<file path="config.mk">
export PLATFORM = sky130hd
export DESIGN_NAME = fifo_wr_arbiter
export DESIGN_NICKNAME = d
export VERILOG_FILES = /design/src/rtl/fifo_wr_arbiter.sv
export SDC_FILE = /design/constraint.sdc
export NUM_CORES = 1
export LEC_CHECK = 0
export CORE_MARGIN = 3
export CORE_UTILIZATION = 45
export CTS_CLUSTER_DIAMETER = 100
export DETAILED_ROUTE_END_ITERATION = 10
export DONT_BUFFER_PORTS = 1
export GPL_ROUTABILITY_DRIVEN = 0
export HOLD_SLACK_MARGIN = 0.06
export PLACE_DENSITY = 0.71
export SETUP_SLACK_MARGIN = 0.15
export SKIP_LAST_GASP = 1
export SLEW_MARGIN = 20
export SYNTH_ARGS = -nofsm -noshare
export SYNTH_HDL_FRONTEND = slang
export SYNTH_SLANG_ARGS = --single-unit
</file>
<file path="constraint.sdc">
create_clock -name clk -period 4.94 [get_ports clk]
set_input_delay 0.988 -clock clk [delete_from_list [all_inputs] [get_ports clk]]
set_output_delay 0.988 -clock clk [all_outputs]
set_load 0.02 [all_outputs]
</file>
<file path="src/rtl/fifo_wr_arbiter.sv">
`default_nettype none
// ============================================================================
// Module   : fifo_wr_arbiter
// Brief    : Round-robin, packet-locked write arbiter for one fifo_small port.
// Revision : 1.0
// ============================================================================
module fifo_wr_arbiter #(
  parameter int NREQ      = 4,
  parameter int size      = 8,
  parameter int MAX_BURST = 16
) (
  input  logic                      clk,
  input  logic                      rst,
  input  logic [NREQ-1:0]           req,
  input  logic [NREQ*size-1:0]      din,
  input  logic [NREQ-1:0]           last,
  output logic [NREQ-1:0]           ack,
  input  logic                      fifo_full,
  output logic                      fifo_enw,
  output logic [size-1:0]           fifo_datain,
  output logic [$clog2(NREQ)-1:0]   grant_id,
  output logic                      busy
);

  localparam int c_IDW = $clog2(NREQ);
  localparam int c_CW  = $clog2(MAX_BURST + 1);

  generate
    if (NREQ < 2) begin : g_bad_nreq
      $error("fifo_wr_arbiter: NREQ must be at least 2");
    end
    if (MAX_BURST < 1) begin : g_bad_burst
      $error("fifo_wr_arbiter: MAX_BURST must be at least 1");
    end
  endgenerate

  typedef enum logic [0:0] {
    ST_IDLE  = 1'b0,
    ST_GRANT = 1'b1
  } state_t;

  state_t            r_state;
  logic [c_IDW-1:0]  r_rr_ptr;
  logic [c_IDW-1:0]  r_grant_id;
  logic [c_CW-1:0]   r_beat_cnt;

  logic              w_any;
  logic [c_IDW-1:0]  w_pick;
  logic [c_IDW-1:0]  w_idx;
  logic              w_req_g;
  logic              w_last_g;
  logic [size-1:0]   w_din_g;
  logic              w_enw;
  logic [c_CW-1:0]   w_cnt_nxt;
  logic              w_burst_end;

  // First requester strictly after the last-served one, wrapping modulo NREQ.
  always_comb begin
    w_any  = 1'b0;
    w_pick = '0;
    w_idx  = '0;
    for (int k = 1; k <= NREQ; k++) begin
      w_idx = c_IDW'((int'(r_rr_ptr) + k) % NREQ);
      if (!w_any && req[w_idx]) begin
        w_any  = 1'b1;
        w_pick = w_idx;
      end
    end
  end

  assign w_req_g     = req[r_grant_id];
  assign w_last_g    = last[r_grant_id];
  assign w_din_g     = din[int'(r_grant_id)*size +: size];
  assign w_enw       = (r_state == ST_GRANT) && w_req_g && !fifo_full;
  assign w_cnt_nxt   = r_beat_cnt + 1'b1;
  assign w_burst_end = (w_cnt_nxt == c_CW'(MAX_BURST));

  assign fifo_enw    = w_enw;
  assign fifo_datain = w_enw ? w_din_g : '0;
  assign ack         = w_enw ? (NREQ'(1) << r_grant_id) : '0;
  assign grant_id    = r_grant_id;
  assign busy        = (r_state == ST_GRANT);

  always_ff @(posedge clk) begin
    if (!rst) begin
      r_state    <= ST_IDLE;
      r_rr_ptr   <= c_IDW'(NREQ - 1);
      r_grant_id <= '0;
      r_beat_cnt <= '0;
    end else begin
      case (r_state)
        ST_IDLE: begin
          if (w_any) begin
            r_state    <= ST_GRANT;
            r_grant_id <= w_pick;
            r_beat_cnt <= '0;
          end
        end
        ST_GRANT: begin
          if (!w_req_g) begin
            // Producer withdrew mid-packet: give the port up without a write.
            r_state    <= ST_IDLE;
            r_rr_ptr   <= r_grant_id;
            r_grant_id <= '0;
          end else if (!fifo_full) begin
            r_beat_cnt <= w_cnt_nxt;
            if (w_last_g || w_burst_end) begin
              r_state    <= ST_IDLE;
              r_rr_ptr   <= r_grant_id;
              r_grant_id <= '0;
            end
          end
        end
        default: begin
          r_state <= ST_IDLE;
        end
      endcase
    end
  end

  a_ack_onehot: assert property (@(posedge clk) disable iff (!rst)
    fifo_enw |-> $onehot(ack));
  a_enw_busy: assert property (@(posedge clk) disable iff (!rst)
    fifo_enw |-> busy);
  a_no_write_full: assert property (@(posedge clk) disable iff (!rst)
    fifo_full |-> !fifo_enw);

endmodule
`default_nettype wire

</file>
==> results of run 1 <==
power by group through the flow:
stage | Sequential [mW] | Combinational (mW) | Clock (mW)
2_1_floorplan | 0.0935 | 0.0702 | 0
3_3_place_gp | 0.105 | 0.0644 | 0
5_1_grt | 0.106 | 0.0718 | 0.0631
4_1_cts | 0.103 | 0.0665 | 0.0564
6_report | 0.103 | 0.0660 | 0.0557
3_5_place_dp | 0.105 | 0.0664 | 0
worst max-delay path by stage:
stage	end	slack [ns]	cells after the start
after floorplan	ack[0]	1.74	3
after global routing	fifo_datain[0]	1.50	2
after global placement	ack[0]	1.72	2
after detailed placement	ack[0]	1.69	2
after CTS	fifo_datain[4]	1.65	2
final	fifo_datain[4]	1.66	2
registers in the layout, summed over array words and instances, names as in the netlist:
register and cells:
r_beat_cnt 5, grant_id 2, r_rr_ptr 2, busy 1
stage by stage:
| step | power, mW | util | cells |
|---|---|---|---|
| floorplan | 0.164 | - | 109 |
| global placement | 0.169 | 0.480 | 129 |
| detailed placement | 0.172 | 0.480 | 129 |
| CTS | 0.226 | 0.492 | 132 |
| global route | 0.241 | 0.492 | 132 |
| finish | 0.225 | 0.492 | 132 |
final cells by class:
class / count / area (um2) / area share
inverter: 5 / 21.3 / 0.0218
tap: 27 / 33.8 / 0.0347
sequential: 10 / 200 / 0.205
clock buffer: 3 / 22.5 / 0.0231
multi-input combinational: 87 / 697 / 0.715
critical path, cell delays in order, from the launching register on:
cell and delay (ns):
dfxtp_1 0.99, mux4_2 0.76, and3_1 0.28
layer usage:
metal | share of wire | track usage | vias up
met5 | 0 | 0 | -
met4 | 0.010 | 0.0655 | 0
li1 | - | - | 408
met1 | 0.38 | 0.191 | 385
met2 | 0.51 | 0.324 | 43
met3 | 0.093 | 0.0401 | 4
kinds of logic after synthesis:
logic type / Yosys count / synth area share
compound gates: 26 / 0.165
mux: 12 / 0.248
fa+ha+maj: 1 / 0.0131
buf+inv: 12 / 0.0603
flops: 10 / 0.210
simple gates: 48 / 0.304
cell usage after synthesis (all sizes together):
library cell and number:
clkbuf 4, a211oi 1, mux4 9, nor4 1, nor3 2, and4 1, or3 1, a31oi 1
nor2 8, ha 1, nand3b 2, inv 5, o21ai 6, o211ai 1, dfxtp 10, nand2 10
nand3 3, and2 1, o221ai 2, a21o 1, and3 8, o22ai 2, mux2i 3, and4b 1
and2b 1, buf 3, nor2b 3, nand4b 2, a21oi 10, nor4b 1, or2 1, nand2b 2
a21boi 2
==> summary.md, run 1 <==
| Metric | Value |
|---|---|
| Outcome | `finished, final reports clean` |
| Hold path depth | `2` |
| Max H-tree Level | `1` |
| R2R Setup Slk | `2.52 ns` |
| Critical Path End Type | `primary output` |
| DRT Wirelength | `2420 um` |
| Slew @ Worst Pin | `1.01 ns` |
| Internal power | `roughly 150 uW` |
| Final hold violation count | `0` |
| Post-CTS Hold Fix Bufs | `0` |
| Peak VDD IR | `148 uV` |
| Worst EP required | `slightly below 4 ns` |
| Core Footprint | `1980 um2` |
| Comb pwr share | `0.293` |
| WL per Instance | `18.3 um` |
| Hold Path Sink | `r_beat_cnt[1]` |
| Final period util | `0.665` |
| GRT Util Overall | `0.176` |
| Reg2Reg Depth | `6` |
| Drt first pass iters | `4` |
| Initial antenna violation count | `0` |
| Post-route minimum period | `3.28 ns` |
| DRC | `0` |
| Highest-count cells in the layout ignoring fill and taps | `a21oi_1 (10), dfxtp_1 (10), nand2_1 (9)` |
| NetSw | `just under 80 uW` |
| Max Freq | `305 MHz` |
| Post-synth top area share | `0.210` |
| Avg Cell Area, Syn | `8.76 um2` |
| TritonCTS Sinks | `10` |
| Synthesized area | `955 um2` |
| Antenna cells | `0` |
| Number of synthesized register bits | `10` |
| Port buffer count | `0` |
| Layout cell share with drive strength beyond 1 | `0.152` |
| Setup WS pre-CTS | `1.69 ns` |
| Max clock buf depth | `2` |
| Post-CTS Setup Bufs | `0` |
| Congestion Overflow GR | `0` |
| Clock network power share | `0.248` |
| Final setup viols | `0` |
| Switching Share | `0.347` |
| Via count | `840` |
| Setup crit start | `grant_id[0]` |
| Final #Nets | `151` |
| Hold slack | `~0.53 ns` |
| HP Start | `r_beat_cnt[1]` |
| Max FO, Critical Path | `19` |
| Max-slew headroom | `0.325` |
| Clock transition at path regs | `roughly 0.06 ns` |
| Final instance area | `975 um2` |
| DRT iter0 DRCs | `24` |
| Origin of the critical flop-to-flop path | `grant_id[0]` |
| Die Area | `2710 um2` |
| Worst setup path class | `flop to primary output` |
| Cell Area, Placed | `between 900 and 1000 um2` |
| Worst hold path type | `flop to flop` |
| Inserted Clock Buffers | `3` |
| Critical path startpoint category | `flop` |
| Clk_skew | `0.000449 ns` |
| Syn Inst Count | `109` |
| Part of the power in registers | `0.459` |
| Number of library cell types mapped by synthesis | `40` |
| Chip width | `52.1 um` |
| P_leak | `0.365 nW` |
| Row count | `16` |
| Clock Latency Late Sink | `between 0.2 and 0.3 ns` |
| Vias/cell | `6.36` |
| Total I/O pin count | `a little under 60` |
| Post_cts resized | `0` |
| Fill count | `192` |
| Synthesis Warnings | `0` |
| Max-slew violations | `0` |
| Seq/Total Area, Yosys | `0.210` |
| Number of global-route vias before repair | `840` |
| Net Count, Synth | `153` |
| Setup tns final | `0 ns` |
| Largest net degree at the start of global routing | `20` |
| Detail Route Antenna Nets | `0` |
| Setup ws final | `between 1.5 and 2 ns` |
| CP arrival | `2.30 ns` |
| Maxcap violations | `0` |
| Layout area overhead | `2.10%` |
| Ranking of synthesized cells by area | `dfxtp_1 (21%), mux4_2 (19%), a21oi_1 (5.2%), and3_1 (5.2%), nand2_1 (3.5%)` |
| Top cell type by total area after synthesis | `dfxtp_1` |
| Global-route wire length before repair | `3540 um` |
| RSZ-0062 raised after global routing | `no` |
| Worst reg2reg path endpoint | `r_beat_cnt[4]` |
| Die height | `52.1 um` |
| Pwr per Cell Area | `around 230 nW/um2` |
| CTS root buf | `clkbuf_4` |
| Hpwl dp | `~1900 um` |
| Initial core utilization | `0.482` |
| CTS tree | `yes` |
No activity file was read; power rests on OpenSTA's default activity.
==> run 2, diff against run 1 <==
Clock period 4.94 ns to 3.37 ns, I/O delays scaled along.
==> summary.md, run 2 (synthesis results as in run 1) <==
| Metric | Value |
|---|---|
| Total I/O pin count | `59` |
| Critical path startpoint category | `flop` |
| Port buffer count | `0` |
| Antenna cells | `0` |
| Setup crit start | `grant_id[0]` |
| Max clock buf depth | `2` |
| GRT Util Overall | `0.161` |
| Final hold violation count | `0` |
| Setup WS pre-CTS | `0.942 ns` |
| Crit path largest cell delay | `0.70 ns` |
| TritonCTS Sinks | `10` |
| Multi-input gate area | `~700 um2` |
| Vias/cell | `6.30` |
| Hold Path Sink | `r_rr_ptr[0]` |
| Final period util | `0.809` |
| Max Freq | `367 MHz` |
| Number of global-route vias before repair | `a little over 700` |
| CP max-delay cell | `dfxtp_1` |
| Cell Area, Placed | `967 um2` |
| WL per Instance | `17.4 um` |
| Peak VDD IR | `205 uV` |
| Reg2Reg Depth | `5` |
| Post-CTS Hold Fix Bufs | `0` |
| Largest net degree at the start of global routing | `20` |
| Drt first pass iters | `4` |
| Post-CTS Setup Bufs | `0` |
| Highest-count cells in the layout ignoring fill and taps | `a21oi_1 (10), dfxtp_1 (10), nand2_1 (9)` |
| Origin of the critical flop-to-flop path | `grant_id[1]` |
| DRC | `0` |
| Final #Nets | `153` |
| Die height | `~52 um` |
| R2R Setup Slk | `1.21 ns` |
| Core Footprint | `slightly below 2000 um2` |
| Max-slew headroom | `0.406` |
| Worst EP required | `2.70 ns` |
| HP Start | `rst` |
| Layout area overhead | `5.11%` |
| DRT Wirelength | `2350 um` |
| Chip width | `52.1 um` |
| Crit path cell chain | `buf_4, mux4_2, and3_1` |
| Max-slew violations | `0` |
| Max FO, Critical Path | `10` |
| Worst setup path class | `flop to primary output` |
| CTS tree | `yes` |
| Hold path depth | `1` |
| Worst reg2reg path endpoint | `grant_id[1]` |
| Setup tns final | `0 ns` |
| P_leak | `0.382 nW` |
| Worst hold path type | `input port to flop` |
| Via count | `about 850` |
| Fill count | `183` |
| CP arrival | `just over 2 ns` |
| Post_cts resized | `0` |
| Outcome | `finished, final reports clean` |
| Global-route wire length before repair | `around 3300 um` |
| Final setup viols | `0` |
| DRT iter0 DRCs | `20` |
| CP Buf/Inv Count | `1` |
| Inserted Clock Buffers | `3` |
| Initial core utilization | `0.482` |
| Pwr per Cell Area | `361 nW/um2` |
| RSZ-0062 raised after global routing | `no` |
| Setup ws final | `0.642 ns` |
| Max H-tree Level | `1` |
| Maxcap violations | `0` |
| Clock transition at path regs | `0.07 ns` |
| Row count | `16` |
| Hpwl dp | `1860 um` |
| Clk_skew | `0.00421 ns` |
| Crit path max-delay family | `flip-flops` |
| Slew @ Worst Pin | `0.891 ns` |
| FF/Latch Area | `about 200 um2` |
| Initial antenna violation count | `0` |
| Congestion Overflow GR | `0` |
| Reg with most FFs | `r_beat_cnt` |
| Final instance area | `1000 um2` |
| Hold slack | `a little under 0.5 ns` |
| Max reg flops | `5` |
| CTS root buf | `clkbuf_4` |
| Critical Path End Type | `primary output` |
| Clock Latency Late Sink | `between 0.2 and 0.3 ns` |
| Detail Route Antenna Nets | `0` |
| Post-route minimum period | `2.73 ns` |
| Die Area | `approximately 2700 um2` |
| Layout cell share with drive strength beyond 1 | `0.176` |
-- run 2: worst max-delay path by stage --
| stage | to | slack [ns] | depth (start not counted) |
|---|---|---|---|
| floorplan | ack[0] | 0.80 | 3 |
| global placement | fifo_datain[0] | 0.97 | 3 |
| detailed placement | fifo_datain[2] | 0.94 | 3 |
| CTS | fifo_datain[2] | 0.65 | 3 |
| global route | fifo_datain[2] | 0.57 | 2 |
| finish | fifo_datain[7] | 0.64 | 3 |
-- run 2: per-layer routing --
metal,vias to the layer above,track usage,part of all wire
met5,-,0,0
met4,0,0.0524,0.012
met3,4,0.0430,0.10
met2,45,0.268,0.46
met1,386,0.199,0.42
li1,416,-,-
-- run 2: cell type report --
cell class / instances / share of cell area
clock buffer: 4 / 0.0362
multi-input combinational: 87 / 0.695
sequential: 10 / 0.200
tap: 27 / 0.0337
timing repair buffer: 2 / 0.0150
inverter: 5 / 0.0212
-- run 2: power breakdown --
part	internal, mW	leakage (nW)	switching [mW]	total (mW)
sequential	0.125	0.0818	0.0217	0.147
clock	0.0656	0.0210	0.0459	0.111
combinational	0.0509	0.280	0.0529	0.104
-- run 2: worst register-to-register path, delay by kind of cell (launching register included) --
| family | cells | cell delay, ns |
|---|---|---|
| AO/OA/AOI/OAI | 3 | 0.58 |
| flip-flops | 1 | 0.91 |
| multiplexers | 1 | 0.52 |
| AND/OR/NAND/NOR | 1 | 0.09 |
-- run 2: stage by stage --
stage / total power, mW / instances / utilization
4_1_cts: 0.363 / 135 / 0.506
3_5_place_dp: 0.254 / 131 / 0.488
5_1_grt: 0.379 / 135 / 0.506
2_1_floorplan: 0.240 / 109 / -
6_report: 0.362 / 135 / 0.506
3_3_place_gp: 0.251 / 131 / 0.488
